$ cat src/rtl/lsq_sequencer_if.sv
// Bundles the dispatch, commit, data-memory and writeback signals of lsq_sequencer.
// The slave modport is the queue side; the master modport is everything around it.
interface lsq_sequencer_if #(
  parameter int DEPTH = 4,
  parameter int XLEN  = 32,
  parameter int TAG_W = 5
);
  localparam int CNT_W = $clog2(DEPTH) + 1;

  logic             enq_valid;
  logic             enq_ready;
  logic             enq_is_load;
  logic [2:0]       enq_func3;
  logic [XLEN-1:0]  enq_base;
  logic [XLEN-1:0]  enq_imm;
  logic [XLEN-1:0]  enq_sdata;
  logic [TAG_W-1:0] enq_tag;
  logic             flush;
  logic             commit_valid;
  logic [TAG_W-1:0] commit_tag;
  logic             mem_read;
  logic             mem_write;
  logic [XLEN-1:0]  mem_addr;
  logic [2:0]       mem_func3;
  logic [XLEN-1:0]  mem_wdata;
  logic             mem_hit;
  logic [XLEN-1:0]  mem_rdata;
  logic             wb_valid;
  logic             wb_ready;
  logic [XLEN-1:0]  wb_data;
  logic [TAG_W-1:0] wb_tag;
  logic [CNT_W-1:0] count;

  modport slave (
    input  enq_valid, enq_is_load, enq_func3, enq_base, enq_imm, enq_sdata, enq_tag,
    input  flush, commit_valid, commit_tag, mem_hit, mem_rdata, wb_ready,
    output enq_ready, mem_read, mem_write, mem_addr, mem_func3, mem_wdata,
    output wb_valid, wb_data, wb_tag, count
  );

  modport master (
    output enq_valid, enq_is_load, enq_func3, enq_base, enq_imm, enq_sdata, enq_tag,
    output flush, commit_valid, commit_tag, mem_hit, mem_rdata, wb_ready,
    input  enq_ready, mem_read, mem_write, mem_addr, mem_func3, mem_wdata,
    input  wb_valid, wb_data, wb_tag, count
  );
endinterface

$ cat src/rtl/lsq_sequencer.sv
// In-order load/store queue: one memory access at a time, loads written back with extension,
// stores held until ROB commit. Define LSQ_PERF_CNT_EN to add miss/load performance counters.
module lsq_sequencer #(
  parameter int DEPTH = 4,
  parameter int XLEN  = 32,
  parameter int TAG_W = 5
) (
  input  logic clock,
  input  logic reset_n,
  lsq_sequencer_if.slave bus
`ifdef LSQ_PERF_CNT_EN
  ,
  output logic [15:0] perf_miss_cnt,
  output logic [15:0] perf_load_cnt
`endif
);
  localparam int PTR_W = $clog2(DEPTH);
  localparam int CNT_W = PTR_W + 1;
  localparam logic [CNT_W-1:0] FULL = CNT_W'(DEPTH);

  typedef struct packed {
    logic             is_load;
    logic [2:0]       func3;
    logic [XLEN-1:0]  addr;
    logic [XLEN-1:0]  sdata;
    logic [TAG_W-1:0] tag;
  } entry_t;

  typedef enum logic [1:0] {IDLE, SWAIT, ACCESS, WB} state_t;

  entry_t           r_mem [DEPTH];
  logic [PTR_W-1:0] r_head, r_tail;
  logic [CNT_W-1:0] r_count;
  state_t           r_state;
  logic             r_mem_read, r_mem_write;
  logic [XLEN-1:0]  r_mem_addr, r_mem_wdata;
  logic [2:0]       r_mem_func3;
  logic             r_wb_valid;
  logic [XLEN-1:0]  r_wb_data;
  logic [TAG_W-1:0] r_wb_tag;

  entry_t w_head, w_new;
  logic   w_enq, w_deq, w_commit, w_issue, w_enq_ready;

  function automatic logic [XLEN-1:0] f_extend(input logic [2:0] f3, input logic [1:0] lane,
                                               input logic [XLEN-1:0] d);
    logic [7:0]  b;
    logic [15:0] h;
    b = d[{lane, 3'b000} +: 8];
    h = d[{lane[1], 4'b0000} +: 16];
    case (f3)
      3'b000:  f_extend = {{(XLEN-8){b[7]}}, b};
      3'b100:  f_extend = {{(XLEN-8){1'b0}}, b};
      3'b001:  f_extend = {{(XLEN-16){h[15]}}, h};
      3'b101:  f_extend = {{(XLEN-16){1'b0}}, h};
      default: f_extend = d;
    endcase
  endfunction

  assign w_head      = r_mem[r_head];
  assign w_new       = {bus.enq_is_load, bus.enq_func3, bus.enq_base + bus.enq_imm,
                        bus.enq_sdata, bus.enq_tag};
  assign w_enq_ready = r_count < FULL;
  assign w_enq       = bus.enq_valid && w_enq_ready && !bus.flush;
  assign w_commit    = bus.commit_valid && (bus.commit_tag == w_head.tag);
  assign w_deq       = (r_state == ACCESS && bus.mem_hit && !w_head.is_load) ||
                       (r_state == WB && bus.wb_ready);

  // A store whose commit coincides with reaching the head issues without a wait cycle.
  always_comb begin
    w_issue = 1'b0;
    case (r_state)
      IDLE:    w_issue = (r_count != '0) && (w_head.is_load || w_commit);
      SWAIT:   w_issue = w_commit;
      default: w_issue = 1'b0;
    endcase
  end

  always_ff @(posedge clock) begin
    if (w_enq) r_mem[r_tail] <= w_new;
  end

  always_ff @(posedge clock or negedge reset_n) begin
    if (!reset_n) begin
      r_head      <= '0;
      r_tail      <= '0;
      r_count     <= '0;
      r_state     <= IDLE;
      r_mem_read  <= 1'b0;
      r_mem_write <= 1'b0;
      r_mem_addr  <= '0;
      r_mem_func3 <= '0;
      r_mem_wdata <= '0;
      r_wb_valid  <= 1'b0;
      r_wb_data   <= '0;
      r_wb_tag    <= '0;
    end else if (bus.flush) begin
      // An in-flight store is already committed, so it survives the squash.
      if (r_state == ACCESS && !w_head.is_load) begin
        r_tail <= r_head + PTR_W'(1);
        if (bus.mem_hit) begin
          r_head      <= r_head + PTR_W'(1);
          r_count     <= '0;
          r_state     <= IDLE;
          r_mem_write <= 1'b0;
          r_mem_wdata <= '0;
        end else begin
          r_count <= CNT_W'(1);
        end
      end else begin
        r_tail      <= r_head;
        r_count     <= '0;
        r_state     <= IDLE;
        r_mem_read  <= 1'b0;
        r_mem_write <= 1'b0;
        r_wb_valid  <= 1'b0;
      end
    end else begin
      if (w_enq) r_tail <= r_tail + PTR_W'(1);
      if (w_deq) r_head <= r_head + PTR_W'(1);
      if (w_enq && !w_deq)      r_count <= r_count + CNT_W'(1);
      else if (!w_enq && w_deq) r_count <= r_count - CNT_W'(1);

      case (r_state)
        IDLE, SWAIT: begin
          if (w_issue) begin
            r_state     <= ACCESS;
            r_mem_read  <= w_head.is_load;
            r_mem_write <= !w_head.is_load;
            r_mem_addr  <= w_head.addr;
            r_mem_func3 <= w_head.func3;
            r_mem_wdata <= w_head.is_load ? '0 : w_head.sdata;
          end else if (r_state == IDLE && r_count != '0) begin
            r_state <= SWAIT;
          end
        end
        ACCESS: begin
          if (bus.mem_hit) begin
            r_mem_read  <= 1'b0;
            r_mem_write <= 1'b0;
            r_mem_wdata <= '0;
            if (w_head.is_load) begin
              r_wb_valid <= 1'b1;
              r_wb_data  <= f_extend(w_head.func3, w_head.addr[1:0], bus.mem_rdata);
              r_wb_tag   <= w_head.tag;
              r_state    <= WB;
            end else begin
              r_state <= IDLE;
            end
          end
        end
        WB: begin
          if (bus.wb_ready) begin
            r_wb_valid <= 1'b0;
            r_state    <= IDLE;
          end
        end
        default: r_state <= IDLE;
      endcase
    end
  end

  assign bus.enq_ready = w_enq_ready;
  assign bus.mem_read  = r_mem_read;
  assign bus.mem_write = r_mem_write;
  assign bus.mem_addr  = r_mem_addr;
  assign bus.mem_func3 = r_mem_func3;
  assign bus.mem_wdata = r_mem_wdata;
  assign bus.wb_valid  = r_wb_valid;
  assign bus.wb_data   = r_wb_data;
  assign bus.wb_tag    = r_wb_tag;
  assign bus.count     = r_count;

`ifdef LSQ_PERF_CNT_EN
  logic [15:0] r_perf_miss, r_perf_load;

  always_ff @(posedge clock or negedge reset_n) begin
    if (!reset_n) begin
      r_perf_miss <= '0;
      r_perf_load <= '0;
    end else begin
      if (r_state == ACCESS && !bus.mem_hit && r_perf_miss != 16'hFFFF)
        r_perf_miss <= r_perf_miss + 16'd1;
      if (r_state == WB && bus.wb_ready && r_perf_load != 16'hFFFF)
        r_perf_load <= r_perf_load + 16'd1;
    end
  end

  assign perf_miss_cnt = r_perf_miss;
  assign perf_load_cnt = r_perf_load;
`endif
endmodule

$ cat src/flat_wrapper.sv
// flat-port wrapper written by rule: the top's interface ports become plain ports
module lsq_sequencer_flat 
#(
  parameter int DEPTH = 4,
  parameter int XLEN  = 32,
  parameter int TAG_W = 5
)
  (clock, reset_n, bus_enq_valid, bus_enq_is_load, bus_enq_func3, bus_enq_base, bus_enq_imm, bus_enq_sdata, bus_enq_tag, bus_flush, bus_commit_valid, bus_commit_tag, bus_mem_hit, bus_mem_rdata, bus_wb_ready, bus_enq_ready, bus_mem_read, bus_mem_write, bus_mem_addr, bus_mem_func3, bus_mem_wdata, bus_wb_valid, bus_wb_data, bus_wb_tag, bus_count);
  lsq_sequencer_if #(.DEPTH(DEPTH), .XLEN(XLEN), .TAG_W(TAG_W)) bus_i ();
  input  logic clock;
  input  logic reset_n;
  input wire logic [$bits(bus_i.enq_valid)-1:0] bus_enq_valid;
  input wire logic [$bits(bus_i.enq_is_load)-1:0] bus_enq_is_load;
  input wire logic [$bits(bus_i.enq_func3)-1:0] bus_enq_func3;
  input wire logic [$bits(bus_i.enq_base)-1:0] bus_enq_base;
  input wire logic [$bits(bus_i.enq_imm)-1:0] bus_enq_imm;
  input wire logic [$bits(bus_i.enq_sdata)-1:0] bus_enq_sdata;
  input wire logic [$bits(bus_i.enq_tag)-1:0] bus_enq_tag;
  input wire logic [$bits(bus_i.flush)-1:0] bus_flush;
  input wire logic [$bits(bus_i.commit_valid)-1:0] bus_commit_valid;
  input wire logic [$bits(bus_i.commit_tag)-1:0] bus_commit_tag;
  input wire logic [$bits(bus_i.mem_hit)-1:0] bus_mem_hit;
  input wire logic [$bits(bus_i.mem_rdata)-1:0] bus_mem_rdata;
  input wire logic [$bits(bus_i.wb_ready)-1:0] bus_wb_ready;
  output wire logic [$bits(bus_i.enq_ready)-1:0] bus_enq_ready;
  output wire logic [$bits(bus_i.mem_read)-1:0] bus_mem_read;
  output wire logic [$bits(bus_i.mem_write)-1:0] bus_mem_write;
  output wire logic [$bits(bus_i.mem_addr)-1:0] bus_mem_addr;
  output wire logic [$bits(bus_i.mem_func3)-1:0] bus_mem_func3;
  output wire logic [$bits(bus_i.mem_wdata)-1:0] bus_mem_wdata;
  output wire logic [$bits(bus_i.wb_valid)-1:0] bus_wb_valid;
  output wire logic [$bits(bus_i.wb_data)-1:0] bus_wb_data;
  output wire logic [$bits(bus_i.wb_tag)-1:0] bus_wb_tag;
  output wire logic [$bits(bus_i.count)-1:0] bus_count;
  assign bus_i.enq_valid = bus_enq_valid;
  assign bus_i.enq_is_load = bus_enq_is_load;
  assign bus_i.enq_func3 = bus_enq_func3;
  assign bus_i.enq_base = bus_enq_base;
  assign bus_i.enq_imm = bus_enq_imm;
  assign bus_i.enq_sdata = bus_enq_sdata;
  assign bus_i.enq_tag = bus_enq_tag;
  assign bus_i.flush = bus_flush;
  assign bus_i.commit_valid = bus_commit_valid;
  assign bus_i.commit_tag = bus_commit_tag;
  assign bus_i.mem_hit = bus_mem_hit;
  assign bus_i.mem_rdata = bus_mem_rdata;
  assign bus_i.wb_ready = bus_wb_ready;
  assign bus_enq_ready = bus_i.enq_ready;
  assign bus_mem_read = bus_i.mem_read;
  assign bus_mem_write = bus_i.mem_write;
  assign bus_mem_addr = bus_i.mem_addr;
  assign bus_mem_func3 = bus_i.mem_func3;
  assign bus_mem_wdata = bus_i.mem_wdata;
  assign bus_wb_valid = bus_i.wb_valid;
  assign bus_wb_data = bus_i.wb_data;
  assign bus_wb_tag = bus_i.wb_tag;
  assign bus_count = bus_i.count;
  lsq_sequencer #(.DEPTH(DEPTH), .XLEN(XLEN), .TAG_W(TAG_W)) u_core (.clock(clock), .reset_n(reset_n), .bus(bus_i));
endmodule
$ cat config.mk
export PLATFORM = sky130hd
export DESIGN_NAME = lsq_sequencer_flat
export DESIGN_NICKNAME = d
export VERILOG_FILES = /design/src/rtl/lsq_sequencer_if.sv /design/src/rtl/lsq_sequencer.sv /design/src/flat_wrapper.sv
export SDC_FILE = /design/constraint.sdc
export NUM_CORES = 1
export LEC_CHECK = 0
export ABC_AREA = 1
export CORE_ASPECT_RATIO = 1.4
export CORE_UTILIZATION = 48
export CTS_CLUSTER_SIZE = 25
export DETAILED_ROUTE_END_ITERATION = 6
export MAX_ROUTING_LAYER = met4
export PLACE_DENSITY = 0.83
export SYNTH_ARGS = -nofsm -noshare
export SYNTH_HDL_FRONTEND = slang
export SYNTH_SLANG_ARGS = --single-unit
$ cat constraint.sdc
create_clock -name clock -period 4.4 [get_ports clock]
set_clock_uncertainty 0.2 [all_clocks]
set_input_delay 0.44 -clock clock [delete_from_list [all_inputs] [get_ports clock]]
set_output_delay 0.44 -clock clock [all_outputs]
set_load 0.01 [all_outputs]
==> run summary <==
### Status
* complete, but fails checks — result of the run
* design-rule violations — violated checks

### CTS
* 0 — post-CTS resize count
* 0 — number of setup buffers added after CTS
* sky130_fd_sc_hd__clkbuf_16 — library cell used as clock root buffer
* yes — CTS tree
* 38 — number of CTS-inserted buffers
* 3 — maximum buffer depth of the clock tree
* 2 — depth of the CTS H-tree
* 0.07 ns — clock-pin slew on the worst setup and hold paths
* 0.54 ns — Skew-Pair Late Insertion Delay
* 408 — Clock Sink Count

### Routing
* 6 — remaining design rule violation count
* 5.62 — vias per cell
* 7 — DRT Pass-1 Iters
* 14,400 — vias after detailed routing
* 47,900 um — Total Routed Length
* 18.7 um — WL/cell
* 1,253 — Initial DRC Count
* 0 — antenna violation net count after detailed routing

### Timing
* 3.45 ns — time the final worst path needs with I/O delays and setup
* 1.25 ns — Tightest Pin Transition
* 0 — final setup vio count
* false — setup repair after global routing missed its margin
* 16.8% — worst relative slew slack
* 0 — Final Slew Violations
* 0.951 ns — final worst slack
* 290 MHz — top achievable clock speed
* 0 ns — setup tns final
* 78.4% — fin crit share
* 0 — Final Hold Fails

### Critical path
* reg -> reg — crit path kind
* 36 — maximum net fanout on the critical path
* 3.66 ns — arrival time at the worst endpoint
* flop — kind of capture point of the worst setup path
* flop — kind of launch point of the worst setup path
* 4.61 ns — Req. time, crit path

### Logic synthesis
* sky130_fd_sc_hd__edfxtp_1 — leading area contributor after synthesis
* 1,763 — number of standard cells after synthesis
* 49 — Unique masters post-synth
* sky130_fd_sc_hd__edfxtp_1 (47%), sky130_fd_sc_hd__dfrtp_1 (16%), sky130_fd_sc_hd__nand2_1 (9.3%) — ranking of synthesized cells by area
* 18,600 sq um — area of the mapped netlist
* 47.1% — proportion of netlist area held by the largest area contributor
* 1,949 — Mapped Nets
* 62.7% — share of the yosys chip area belonging to registers
* 0 — Warnings, synthesis
* 408 — post-synthesis sequential element count
* 10.6 sq um — syn avg cell area

### Finish
* 2,181 — total number of nets in the final design
* 23.9% — Layout Area Growth over Synthesis
* 7.01% — proportion of layout cells with a drive suffix above 1
* 60.1% — Final Util
* 23,100 sq um — post-layout instance area

### Die
* 85 — Row Count
* 48.5% — effective utilization at floorplan
* 235 um — height of the chip
* 39,600 sq um — full die area
* 168 um — width of the die
* 38,400 sq um — core area
* 260 — I/O Pins

### Place
* 259 — number of buffer cells added on primary ports
* 21,700 sq um — instance area at placement
* 1.01 ns — Placement Setup Slack
* 1.03 — placer's final routability congestion estimate
* 30,600 um — DP Wirelength

### Global route
* 83 — largest net degree at the start of global routing
* 75,200 um — wire length of the first global-routing pass
* 24.9% — overall fraction of global-route tracks in use
* 0 — overall overflow remaining after global route
* 14,300 — number of global-route vias before repair
* 10 — initial antenna violation count

### Power
* 0.330 mV — Peak supply drop
* 0.0139 W — total power after layout
* 9.15 nW — Pleak
* 601 nW/um^2 — pwr/cell area

### Flow run
* 0 — number of maximum-capacitance violations

### Worst hold path
* reg -> reg — Tightest Hold Check Type

critical path, stage by stage (launching register included):
cell and delay, ns:
sky130_fd_sc_hd__dfrtp_4 0.70, sky130_fd_sc_hd__buf_4 0.43, sky130_fd_sc_hd__nand2_1 0.11, sky130_fd_sc_hd__nand3_1 0.14
sky130_fd_sc_hd__nand2_1 0.07, sky130_fd_sc_hd__nand2_1 0.06, sky130_fd_sc_hd__nand2_1 0.05, sky130_fd_sc_hd__nor2_1 0.12
sky130_fd_sc_hd__nand3_1 0.14, sky130_fd_sc_hd__nand2_2 0.12, sky130_fd_sc_hd__nand2_2 0.07, sky130_fd_sc_hd__nand2_4 0.34
sky130_fd_sc_hd__nand3_4 0.45, sky130_fd_sc_hd__nand2_1 0.19, sky130_fd_sc_hd__nand2_1 0.08
sequential cells by signal, summed over array words and instances (netlist names):
signal                count
u_core.bus.mem_addr      32
u_core.bus.wb_valid       1
u_core.r_tail             2
u_core.bus.wb_tag         5
u_core.bus.count          3
u_core.r_mem            292
u_core.bus.mem_write      1
u_core.bus.mem_read       1
u_core.r_state            2
u_core.bus.mem_func3      3
u_core.bus.wb_data       32
u_core.r_head             2
u_core.bus.mem_wdata     32
repair_timing:
action / CTS / global route
endpoints found under the hold margin: 63 / 0
setup endpoints to repair: 0 / 0
hold buffers: 1 / 0
cells in the final DEF, fill, tap and decap left out, types with 6 or more instances in the layout:
master and instances:
sky130_fd_sc_hd__clkbuf_16 38, sky130_fd_sc_hd__bufinv_16 6, sky130_fd_sc_hd__inv_6 6, sky130_fd_sc_hd__xor2_1 19
sky130_fd_sc_hd__ha_1 35, sky130_fd_sc_hd__nand4_1 36, sky130_fd_sc_hd__buf_4 18, sky130_fd_sc_hd__nand3_1 69
sky130_fd_sc_hd__inv_2 13, sky130_fd_sc_hd__inv_1 111, sky130_fd_sc_hd__o21ai_0 92, sky130_fd_sc_hd__clkdlybuf4s50_1 258
sky130_fd_sc_hd__buf_12 7, sky130_fd_sc_hd__o22ai_1 9, sky130_fd_sc_hd__dfrtp_1 114, sky130_fd_sc_hd__a31oi_1 17
sky130_fd_sc_hd__xnor2_1 10, sky130_fd_sc_hd__a32o_1 62, sky130_fd_sc_hd__o21ai_1 46, sky130_fd_sc_hd__clkinv_2 6
sky130_fd_sc_hd__nor3_1 12, sky130_fd_sc_hd__o22ai_2 10, sky130_fd_sc_hd__a21oi_1 113, sky130_fd_sc_hd__nand2_1 464
sky130_fd_sc_hd__nor2_1 90, sky130_fd_sc_hd__diode_2 10, sky130_fd_sc_hd__edfxtp_1 292
final timing paths:
check	startpoint	depth (start not counted)	end	slack (ns)
min in group asynchronous	reset_n	2	u_core.bus.wb_data[30]	0.40
worst min-delay path	u_core.bus.mem_addr[13]	2	u_core.bus.mem_addr[13]	0.29
max in group asynchronous	reset_n	3	u_core.r_head[0]	2.71
worst max-delay path	u_core.r_head[0]	14	u_core.bus.mem_wdata[23]	0.95
worst min register to register	u_core.bus.mem_addr[13]	2	u_core.bus.mem_addr[13]	0.29
worst max register to register	u_core.r_head[0]	14	u_core.bus.mem_wdata[23]	0.95
through the flow:
stage,hold WS [ns],cells
2_1_floorplan,-0.0556,1763
3_3_place_gp,0.274,2476
3_5_place_dp,0.275,2476
4_1_cts,0.293,2547
5_1_grt,0.309,2557
6_report,0.289,2557
layer usage:
layer	wire length (um)	track usage, %	share of wire, %
met4	2080	13.0	4.3
met5	0	-	0
met1	18300	28.6	38
met3	2950	3.40	6.2
met2	24600	42.4	51
power breakdown:
part / leakage [nW] / switching (W) / internal, W / total (W)
Combinational: 4.36 / 0.00302 / 0.00200 / 0.00502
Clock: 0.650 / 0.00146 / 0.00204 / 0.00350
Sequential: 4.15 / 0.000454 / 0.00489 / 0.00535
synthesized netlist by cell type (all sizes together):
master     n
a211oi     2
a21boi     2
a21o       3
a21oi    113
a22oi      1
a31oi     17
a32o      62
and2       1
buf       44
clkbuf    48
clkinv     1
dfrtp    116
edfxtp   292
fa         2
ha        35
inv      126
nand2    474
nand3     72
nand4     36
nor2      97
nor3      12
nor4       1
o2111ai    5
o211a      1
o211ai     3
o21a       1
o21ai    142
o21bai     3
o221a      1
o22a       1
o22ai     19
o31ai      1
xnor2     10
xor2      19
area by class of cell:
type                       count  area (sq um)
tap                          522           653
clock buffer                  46          1020
antenna                       10          25.0
sequential                   408         11700
inverter                     127           482
clock inverter                24           314
fill                        3000         15300
multi-input combinational   1136          6040
timing repair buffer         284          2870
logic make-up (layout without fill, tap and decap cells):
logic type | Yosys count | after routing | share of synthesized area (%)
AO/OA/AOI/OAI | 377 | 377 | 12.8
XOR/XNOR | 29 | 29 | 1.36
adder cells (fa/ha/maj) | 37 | 37 | 2.57
buffers and inverters | 219 | 481 | 5.07
flip-flops | 408 | 408 | 62.7
other | 0 | 10 | 0
AND/OR/NAND/NOR | 693 | 693 | 15.5
No activity file was read; power rests on OpenSTA's default activity.
